### config.mk
export PLATFORM = sky130hd
export DESIGN_NAME = cp0_exc_responder
export DESIGN_NICKNAME = d
export VERILOG_FILES = /design/src/rtl/cp0_exc_responder_pkg.sv /design/src/rtl/cp0_exc_responder_exc_arbiter.sv /design/src/rtl/cp0_exc_responder.sv
export SDC_FILE = /design/constraint.sdc
export NUM_CORES = 1
export LEC_CHECK = 0
export BUFFER_PORTS_ARGS = -buffer_cell sky130_fd_sc_hd__buf_2
export CORE_UTILIZATION = 51
export CTS_BUF_LIST = sky130_fd_sc_hd__clkbuf_4
export DETAILED_ROUTE_END_ITERATION = 7
export PLACE_DENSITY_LB_ADDON = 0.12
export REMOVE_ABC_BUFFERS = 1
export SYNTH_ARGS = -nofsm -noshare
export SYNTH_HDL_FRONTEND = slang
export SYNTH_HIERARCHICAL = 1
export SYNTH_SLANG_ARGS = --single-unit
### constraint.sdc
create_clock -name clk -period 6.3 [get_ports clk]
set_clock_uncertainty 0.15 [all_clocks]
set_input_delay 0.315 -clock clk [delete_from_list [all_inputs] [get_ports clk]]
set_output_delay 0.315 -clock clk [all_outputs]
set_load 0.03 [all_outputs]
### src/rtl/cp0_exc_responder_pkg.sv
// -----------------------------------------------------------------------------
// cp0_exc_responder_pkg
// Shared constants for the CP0 exception responder. It holds the CP0 register
// numbers, the ExcCode values, the handler address, the PRId value, the
// SR/Cause field layout and the EPC helper.
// -----------------------------------------------------------------------------
package cp0_exc_responder_pkg;

   // CP0 register numbers
   localparam logic [4:0]  CP0_SR    = 5'd12;
   localparam logic [4:0]  CP0_CAUSE = 5'd13;
   localparam logic [4:0]  CP0_EPC   = 5'd14;
   localparam logic [4:0]  CP0_PRID  = 5'd15;

   // ExcCode values recorded in Cause.ExcCode
   localparam logic [4:0]  EXC_INT   = 5'd0;
   localparam logic [4:0]  EXC_ADEL  = 5'd4;
   localparam logic [4:0]  EXC_ADES  = 5'd5;
   localparam logic [4:0]  EXC_RI    = 5'd10;
   localparam logic [4:0]  EXC_OV    = 5'd12;

   // Exception handler entry point (byte address) and processor id
   localparam logic [31:0] HANDLER_ADDR = 32'h0000_4180;
   localparam logic [31:0] PRID_VALUE   = 32'h1937_3000;

   // Bit positions of the implemented SR / Cause fields
   localparam int unsigned SR_IE_BIT       = 0;
   localparam int unsigned SR_EXL_BIT      = 1;
   localparam int unsigned SR_IM_LSB       = 10;
   localparam int unsigned CAUSE_IP_LSB    = 10;
   localparam int unsigned CAUSE_BD_BIT    = 31;

   // Return address for an excepting instruction: a delay-slot instruction
   // returns to its branch, one word earlier (30-bit modular, so PC 0 wraps).
   function automatic logic [29:0] epc_target(input logic [29:0] pc,
                                              input logic        bd);
      logic [29:0] tgt;
      if (bd) begin
         tgt = pc - 30'd1;
      end else begin
         tgt = pc;
      end
      return tgt;
   endfunction

endpackage : cp0_exc_responder_pkg

### src/rtl/cp0_exc_responder_exc_arbiter.sv
// -----------------------------------------------------------------------------
// exc_arbiter
// Purely combinational priority logic between pending hardware interrupts and
// the synchronous exception presented by the M stage.
//
// Ports
//   i_exc_code  [4:0]  ExcCode from the M-stage exception mux (0 = none)
//   i_hwint     [5:0]  hardware interrupt lines HWInt[7:2]
//   i_im        [5:0]  SR.IM[15:10]
//   i_ie               SR.IE
//   i_exl              SR.EXL
//   o_irq              enabled interrupt pending and not blocked by EXL
//   o_exc              M-stage exception present and not blocked by EXL
//   o_int_req          o_irq | o_exc
//   o_code      [4:0]  ExcCode to record (interrupt wins over exception)
// -----------------------------------------------------------------------------
module exc_arbiter
   import cp0_exc_responder_pkg::*;
(
   input  logic [4:0] i_exc_code,
   input  logic [5:0] i_hwint,
   input  logic [5:0] i_im,
   input  logic       i_ie,
   input  logic       i_exl,
   output logic       o_irq,
   output logic       o_exc,
   output logic       o_int_req,
   output logic [4:0] o_code
);

   logic w_irq;
   logic w_exc;

   // EXL masks both sources so that a handler is never re-entered.
   assign w_irq = i_ie & ~i_exl & (|(i_hwint & i_im));
   assign w_exc = ~i_exl & (i_exc_code != 5'd0);

   assign o_irq     = w_irq;
   assign o_exc     = w_exc;
   assign o_int_req = w_irq | w_exc;

   // An interrupt taken together with an exception discards the exception;
   // the faulting instruction re-executes after the interrupt returns.
   assign o_code = w_irq ? EXC_INT : i_exc_code;

endmodule : exc_arbiter

### src/rtl/cp0_exc_responder.sv
// -----------------------------------------------------------------------------
// cp0_exc_responder
// Minimal CP0 for a five-stage MIPS pipeline: SR, Cause, EPC and PRId, the
// exception/interrupt request towards the hazard unit and the MFC0/MTC0 port.
//
// Ports
//   clk            rising-edge clock
//   reset          asynchronous active-low reset
//   M_Exc   [6:2]  ExcCode of the M-stage instruction, 0 = none
//   M_PC    [31:2] word PC of the M-stage instruction
//   M_BD           M-stage instruction is in a branch delay slot
//   HWInt   [7:2]  level-sensitive hardware interrupt lines
//   eret           ERET in M
//   we             MTC0 in M
//   addr    [4:0]  CP0 register number (read and write)
//   wdata   [31:0] MTC0 data
//   rdata   [31:0] MFC0 data, combinational on addr
//   IntReq         flush and redirect to Handler (same cycle)
//   EPC_out [31:2] ERET return target
//   Handler [31:2] exception handler word address
// -----------------------------------------------------------------------------
module cp0_exc_responder
   import cp0_exc_responder_pkg::*;
(
   input  logic        clk,
   input  logic        reset,
   input  logic [6:2]  M_Exc,
   input  logic [31:2] M_PC,
   input  logic        M_BD,
   input  logic [7:2]  HWInt,
   input  logic        eret,
   input  logic        we,
   input  logic [4:0]  addr,
   input  logic [31:0] wdata,
   output logic [31:0] rdata,
   output logic        IntReq,
   output logic [31:2] EPC_out,
   output logic [31:2] Handler
);

   // SR fields
   logic [5:0]  r_im;
   logic        r_exl;
   logic        r_ie;
   // Cause fields
   logic        r_bd;
   logic [5:0]  r_ip;
   logic [4:0]  r_exc_code;
   // EPC (word address)
   logic [29:0] r_epc;

   logic        w_irq;
   logic        w_exc;
   logic        w_int_req;
   logic [4:0]  w_code;
   logic [29:0] w_epc_next;
   logic        w_wr_sr;
   logic        w_wr_epc;

   exc_arbiter u_exc_arbiter (
      .i_exc_code (M_Exc),
      .i_hwint    (HWInt),
      .i_im       (r_im),
      .i_ie       (r_ie),
      .i_exl      (r_exl),
      .o_irq      (w_irq),
      .o_exc      (w_exc),
      .o_int_req  (w_int_req),
      .o_code     (w_code)
   );

   assign w_epc_next = epc_target(M_PC, M_BD);

   // MTC0 decode; the suppression by IntReq is applied in the update block.
   assign w_wr_sr  = we & (addr == CP0_SR);
   assign w_wr_epc = we & (addr == CP0_EPC);

   // The request is held low while reset is asserted so the pipeline is not
   // redirected by a stale M-stage ExcCode during reset.
   assign IntReq  = w_int_req & reset;
   assign EPC_out = r_epc;
   assign Handler = HANDLER_ADDR[31:2];

   // CP0 register update: exception/interrupt entry, MTC0, ERET and IP sampling.
   always_ff @(posedge clk or negedge reset) begin
      if (!reset) begin
         r_im       <= 6'd0;
         r_exl      <= 1'b0;
         r_ie       <= 1'b0;
         r_bd       <= 1'b0;
         r_ip       <= 6'd0;
         r_exc_code <= 5'd0;
         r_epc      <= 30'd0;
      end else begin
         // IP mirrors the interrupt lines regardless of any other activity.
         r_ip <= HWInt;
         if (w_int_req) begin
            // Entry into the handler wins over a colliding MTC0 and over an
            // ERET (that ERET is flushed together with the rest of the pipe).
            r_exl      <= 1'b1;
            r_exc_code <= w_code;
            r_bd       <= M_BD;
            r_epc      <= w_epc_next;
         end else begin
            if (w_wr_sr) begin
               r_im <= wdata[15:10];
               r_ie <= wdata[0];
               // A same-cycle ERET overrides the EXL bit being written.
               r_exl <= wdata[1] & ~eret;
            end else if (w_wr_epc) begin
               r_epc <= wdata[31:2];
               if (eret) begin
                  r_exl <= 1'b0;
               end else begin
                  r_exl <= r_exl;
               end
            end else begin
               if (eret) begin
                  r_exl <= 1'b0;
               end else begin
                  r_exl <= r_exl;
               end
            end
         end
      end
   end

   // MFC0 read mux; unimplemented register numbers read as zero.
   always_comb begin
      rdata = 32'd0;
      case (addr)
         CP0_SR:    rdata = {16'd0, r_im, 8'd0, r_exl, r_ie};
         CP0_CAUSE: rdata = {r_bd, 15'd0, r_ip, 3'd0, r_exc_code, 2'd0};
         CP0_EPC:   rdata = {r_epc, 2'b00};
         CP0_PRID:  rdata = PRID_VALUE;
         default:   rdata = 32'd0;
      endcase
   end

endmodule : cp0_exc_responder

* After elaboration in Yosys (flattened, before gate mapping)
Index checks and enable logic that the tools add are counted.
** Word-level totals
- Bits of input ports :: 83
- Flip-flop bits (word level) :: 50
** Cells by class
- Bitwise gates (word level) :: 12
- Add/sub/neg operators :: 1
- Mux-type cells :: 9
- Eq/ne operators :: 5
- Reductions and logical operators :: 6
** Operators by type and width (number)
- case mux 32 bit (4 select lines) :: 1
- 2-to-1 mux 30 bit :: 4
- subtractor 30 x 1 -> 30 bit (second input constant) :: 1
- equality test 5 x 4 -> 1 bit (second input constant) :: 4
- bitwise AND 1 bit :: 7
- bitwise AND 6 bit :: 1
- OR reduction 6 bit :: 1
- 2-to-1 mux 5 bit :: 1
- nonzero test 5 bit :: 1
- AND reduction 2 bit :: 2
- 2-to-1 mux 1 bit :: 3
- NOT 1 bit :: 3
- nonzero test 3 bit :: 1
- != test 2 bit (second input constant) :: 1
- nonzero test 2 bit :: 1
- OR 1 bit :: 1

* Logic depth before layout (Yosys ltp)
- Word-level depth :: 6
- Depth in mapped cells :: 8

* Hierarchy
Netlist, hierarchy kept.
** Modules (own cells, without submodules)
- cp0_exc_responder :: area each 3387.0 um2, instances 1, cells an instance 378, sequential area each 1251.2 um2
- exc_arbiter :: area each 113.9 um2, instances 1, cells an instance 14, sequential area each 0.0 um2

* Least setup slack after synthesis
No wires, ideal clock.
- Kind :: in2reg
- Start point :: in M_PC[3] in the netlist's numbering
- End point :: reg r_epc[13], in the netlist EPC_out[15]
- Setup slack :: 3.793 ns
- Cell stages on the path :: 7
- Arrival time :: 2.275 ns
- Path buffers :: 3
- Setup time :: 0.082 ns
- Path through :: or4b_1 clkbuf_2 or4_4 buf_6 buf_6 or4_1 a31oi_1
** On the way
- Longest elaborated chain between the ends :: 3
** Ends and longest elaborated chain
- start, declared :: line cp0_exc_responder.sv:28 : input logic [31:2] M_PC,
- subtractor 30 x 1 -> 30 bit :: line cp0_exc_responder_pkg.sv:39 : tgt = pc - 30'd1;
- 2-to-1 mux 30 bit :: line cp0_exc_responder_pkg.sv:38 : if (bd) begin
- 2-to-1 mux 30 bit :: line cp0_exc_responder.sv:97 : if (w_int_req) begin
- end signal, assigned :: line cp0_exc_responder.sv:103 : r_epc <= w_epc_next;
- end signal, assigned :: line cp0_exc_responder.sv:111 : r_epc <= wdata[31:2];
- end, declared :: line cp0_exc_responder.sv:50 : logic [29:0] r_epc;
No other way between the ends.
A chain may end at the register's enable or synchronous reset.

* Final worst setup path
- Start point :: in HWInt[3] in the netlist's numbering
- End point :: out IntReq
** On the way
- Longest elaborated chain between the ends :: 5
** Ends and longest elaborated chain
- start, declared :: line cp0_exc_responder.sv:30 : input logic [7:2] HWInt,
- bitwise AND 6 bit :: line cp0_exc_responder_exc_arbiter.sv:35 : assign w_irq = i_ie & ~i_exl & (|(i_hwint & i_im));
- OR reduction 6 bit :: line cp0_exc_responder_exc_arbiter.sv:35
- bitwise AND 1 bit :: line cp0_exc_responder_exc_arbiter.sv:35
- via w_irq :: line cp0_exc_responder.sv:52 : logic w_irq;
- OR 1 bit :: line cp0_exc_responder_exc_arbiter.sv:40 : assign o_int_req = w_irq | w_exc;
- via w_int_req :: line cp0_exc_responder.sv:54 : logic w_int_req;
- bitwise AND 1 bit :: line cp0_exc_responder.sv:80 : assign IntReq = w_int_req & reset;
- end, declared :: line cp0_exc_responder.sv:36 : output logic IntReq,
The timed path passes the listed nets, and every way through them passes these cells.

==> results.md <==
- The clock passes through at most 2 buffers.
- CTS placed an instance of clkbuf_4 at the clock tree root.
- Wires add up to 9.55 mm.
- At the placement stage, the worst setup path has a slack of 3090 ps.
- The number of warning messages in the yosys log is 6.
- Traced cell by cell, the critical path runs through dlygate4sd3_1 -> buf_2 -> a22oi_2 -> a311oi_4 -> or2_2 -> buf_4 -> and2_1 -> buf_2.
- Setup repair after global routing left no endpoint under its margin.
- The deepest level of the CTS H-tree is 2.
- The share of total power dissipated in combinational logic is 48.0%.
- The number of antenna violations at the first check in global routing was 0.
- The summed negative setup slack over all endpoints is 0 ps.
- The number of different library cells used by synthesis comes to 45.
- The worst stage delay on the critical path is 520 ps.
- The startpoint of the worst register-to-register path is r_im[1].
- For this design the ratio of total power to cell area is 342 nW/um^2.
- Across all setup checks in the final design, the least slack found is 3210 ps.
- The wire length of the first global-routing pass is 15.0 mm.
- The startpoint of the most critical setup path is HWInt[3].
- Net switching is 46.8% of the power.
- The required time reported for the critical path endpoint is 5830 ps.
- The standby leakage power is 2.10 nW.
- The sum of overflow across all layers after global routing is 0.
- The synthesized design devotes to its leading area cell type 35.7% of total area.
- For the worst-skew pair, the clock arrives at the later sink with an insertion delay of 370 ps.
- Across all layers, the routed design uses 3,477 vias.
- The most used flip-flop cell after synthesis is dfrtp_1.
- The synthesized netlist cell count is 392.
- IR analysis of the VDD net gives a maximum drop of 173 uV.
- The cell internal power dissipation is 0.776 mW.
- The floorplan has 29 rows.
- The type of the most critical hold path is in -> reg.
- The global routing usage summed across all routing layers is 26.1%.
- Ranked by total cell area, the synthesized netlist is headed by dfrtp_1, and3_1, buf_4.
- After synthesis, the mean cell area works out to 8.93 um^2.
- The count of flip-flops with a built-in enable after synthesis is 0.
- The first detailed-routing pass ran for 8 iterations.
- The number of setup violations in the final report is 0.
- The via count of the first global-routing pass is 3,105.
- The checks that failed: design-rule violations.
- Counting flops with an async set or reset pin after synthesis yields a share of 100%.
- The highest net fanout along the worst path is 70.
- The area of the core is 6490 um^2.
- The share of cells above drive strength 1 is 34.9%.
- The most numerous cell on the critical path is buf_2.
- Subtracting the final worst setup slack from the clock period gives 3090 ps.
- The clock buffer count from CTS is 5.
- On the critical path, the stage with the largest delay is an instance of dlygate4sd3_1.
- The area added between synthesis and finish is 21.7%.
- The flow ran to the end, but the final reports show violations.
- Measured along the y axis, the die boundary spans 84.9 um.
- Post-CTS repair changed the size of 0 cells.
- The slew at the pin with the worst max-slew slack is 1160 ps.
- After the last flow step, the layout net total stands at 605.
- After detailed routing, the number of vias per cell comes to 5.80.
- The initial standard-cell utilization of the core is 53.9%.
- The total half-perimeter wirelength after legalization and detailed placement is 6.60 mm.
- The sequential group share of total power is 38.7%.
- The hold path startpoint is wdata[14].
- For this block, the initial DRC count from the detailed router was 202.
- The final-report hold violation count is 0.
- The cell area after synthesis is 3500 um^2.
- On the final layout, the worst hold slack is 24.3 ps.
- After clock tree synthesis, the clock-pin slew on the worst setup and hold paths is 150 ps.
- The timing-limited maximum frequency is 0.324 GHz.
- The congestion estimate from routability-driven global placement came to 0.834.
- TritonCTS built the clock tree.
- The commonest cells after synthesis are dfrtp_1, and3_1, nor2_1.
- The fraction of power consumed by the clock network is 13.3%.
- The category of the most critical setup path is in -> out.
- The pin count of the biggest net entering global routing is 71.
- The filler cells instantiated in the layout total 576.
- In this run the tightest slew margin relative to its limit is 22.3%.
- The count of pins over their slew limit came to 0.
- STA classifies the critical path endpoint as an output pin.
- The total DRC errors in the routed layout is 13.
- After layout, the worst path uses 49.0% of the clock period.
- In this run the horizontal extent of the chip is 84.9 um.
- The average routed wire per standard cell is 15.9 um.
- The count of max-cap constraint violations is 0.
- After synthesis the netlist holds a flip-flop and latch count of 50.
- The dominant cell by count in the synthesized netlist is dfrtp_1.
- The number of sinks driven by the clock tree is 50.
- 0 antenna diodes ended up in the layout.
- The worst setup path is launched from an input port.
- The die footprint is 7200 um^2.
- Sequential cells were found to cover 35.7% of the synthesized design area.
- For this design the total switching power over the nets is 0.681 mW.
- For the worst setup path, the data arrival time is 2620 ps.
- The biggest area contributor in the post-synthesis netlist is dfrtp_1.
- Once detail routing completed, the nets flagged for antenna violations numbered 0.
- Buffers placed on the I/O ports in this run total 145.
- In this run the count of I/O pins placed on the die edge is 176.
[power by group through the flow]
stage / Combinational [mW] / Sequential [mW] / Clock (mW)
floorplan: 0.306 / 0.731 / 0
finish: 0.700 / 0.564 / 0.193
CTS: 0.700 / 0.562 / 0.194
global placement: 0.681 / 0.566 / 0
global route: 0.757 / 0.582 / 0.210
detailed placement: 0.695 / 0.568 / 0
[critical path: cells and delay by family]
family          cells  cell delay, ps
compound gates      2             510
buf+inv             4            1350
simple gates        2             400
[flip-flops by register name, indices dropped and copies added, names as in the netlist]
name,flops
r_exl,1
r_ip,6
r_im,6
EPC_out,30
r_exc_code,5
r_bd,1
r_ie,1
[layout by cell type, fill, tap and decap left out, types with 3 or more instances in the layout]
cell	n
a211oi_1	27
conb_1	30
clkbuf_4	5
and3_1	39
o31ai_1	14
or2_2	3
or3_1	9
a31oi_1	15
dlygate4sd3_1	9
nor4_1	5
inv_1	5
mux2i_1	8
a21oi_1	16
or4_1	19
mux2_2	15
nor3_1	6
buf_4	3
dfrtp_1	50
buf_2	145
a22oi_1	7
xor2_1	4
nor2b_1	6
nor2_1	34
xnor2_1	9
o21ai_0	5
nand2_1	9
[cell families after synthesis]
logic type / after synthesis / share of synthesized area (%)
xor+xnor: 13 / 3.25
compound gates: 91 / 18.6
flops: 50 / 35.7
mux: 23 / 7.11
simple gates: 144 / 23.8
buf+inv: 68 / 11.0
other cells: 2 / 0.215
fa+ha+maj: 1 / 0.357
[repair_timing]
| item | 4_1_cts | 5_1_grt |
|---|---|---|
| endpoints found under the hold margin | 57 | 1 |
| hold buffers | 8 | 1 |
| buffers inserted | 0 | 0 |
[per-stage QoR]
step	power [mW]	util, %	instances	cell area (um^2)
after global routing	1.55	65.6	599	4260
after CTS	1.46	65.4	598	4250
final	1.46	65.6	599	4260
after global placement	1.25	62.9	582	4090
after floorplan	1.04	-	357	3240
after detailed placement	1.26	62.9	582	4090
[layout make-up]
cell class                 instances  area [um^2]  area share (%)
inverter                           5         18.8           0.441
clock inverter                     3         43.8            1.03
multi-input combinational        302         1970            46.3
clock buffer                       5         37.5           0.881
tap                               77         96.3            2.26
timing repair buffer             157          838            19.7
sequential                        50         1250            29.4
[layer usage]
| layer | GRT usage [%] | up-vias | wire, um |
|---|---|---|---|
| li1 | - | 1666 | - |
| met1 | 36.0 | 1653 | 4270 |
| met2 | 43.1 | 147 | 4560 |
| met3 | 4.47 | 11 | 592 |
| met4 | 6.63 | 0 | 127 |
| met5 | 0 | - | 0 |
[path summary, 6_finish.rpt]
| check | slack, ps | to | cells past startpoint |
|---|---|---|---|
| max in group asynchronous | 5160 | EPC_out[23] | 3 |
| max | 3210 | IntReq | 8 |
| min reg2reg | 390 | r_exc_code[4] | 1 |
| min | 20 | r_im[4] | 2 |
| max reg2reg | 3690 | r_im[2] | 6 |
| min in group asynchronous | 400 | r_exc_code[2] | 3 |
No activity file was read; power rests on OpenSTA's default activity.
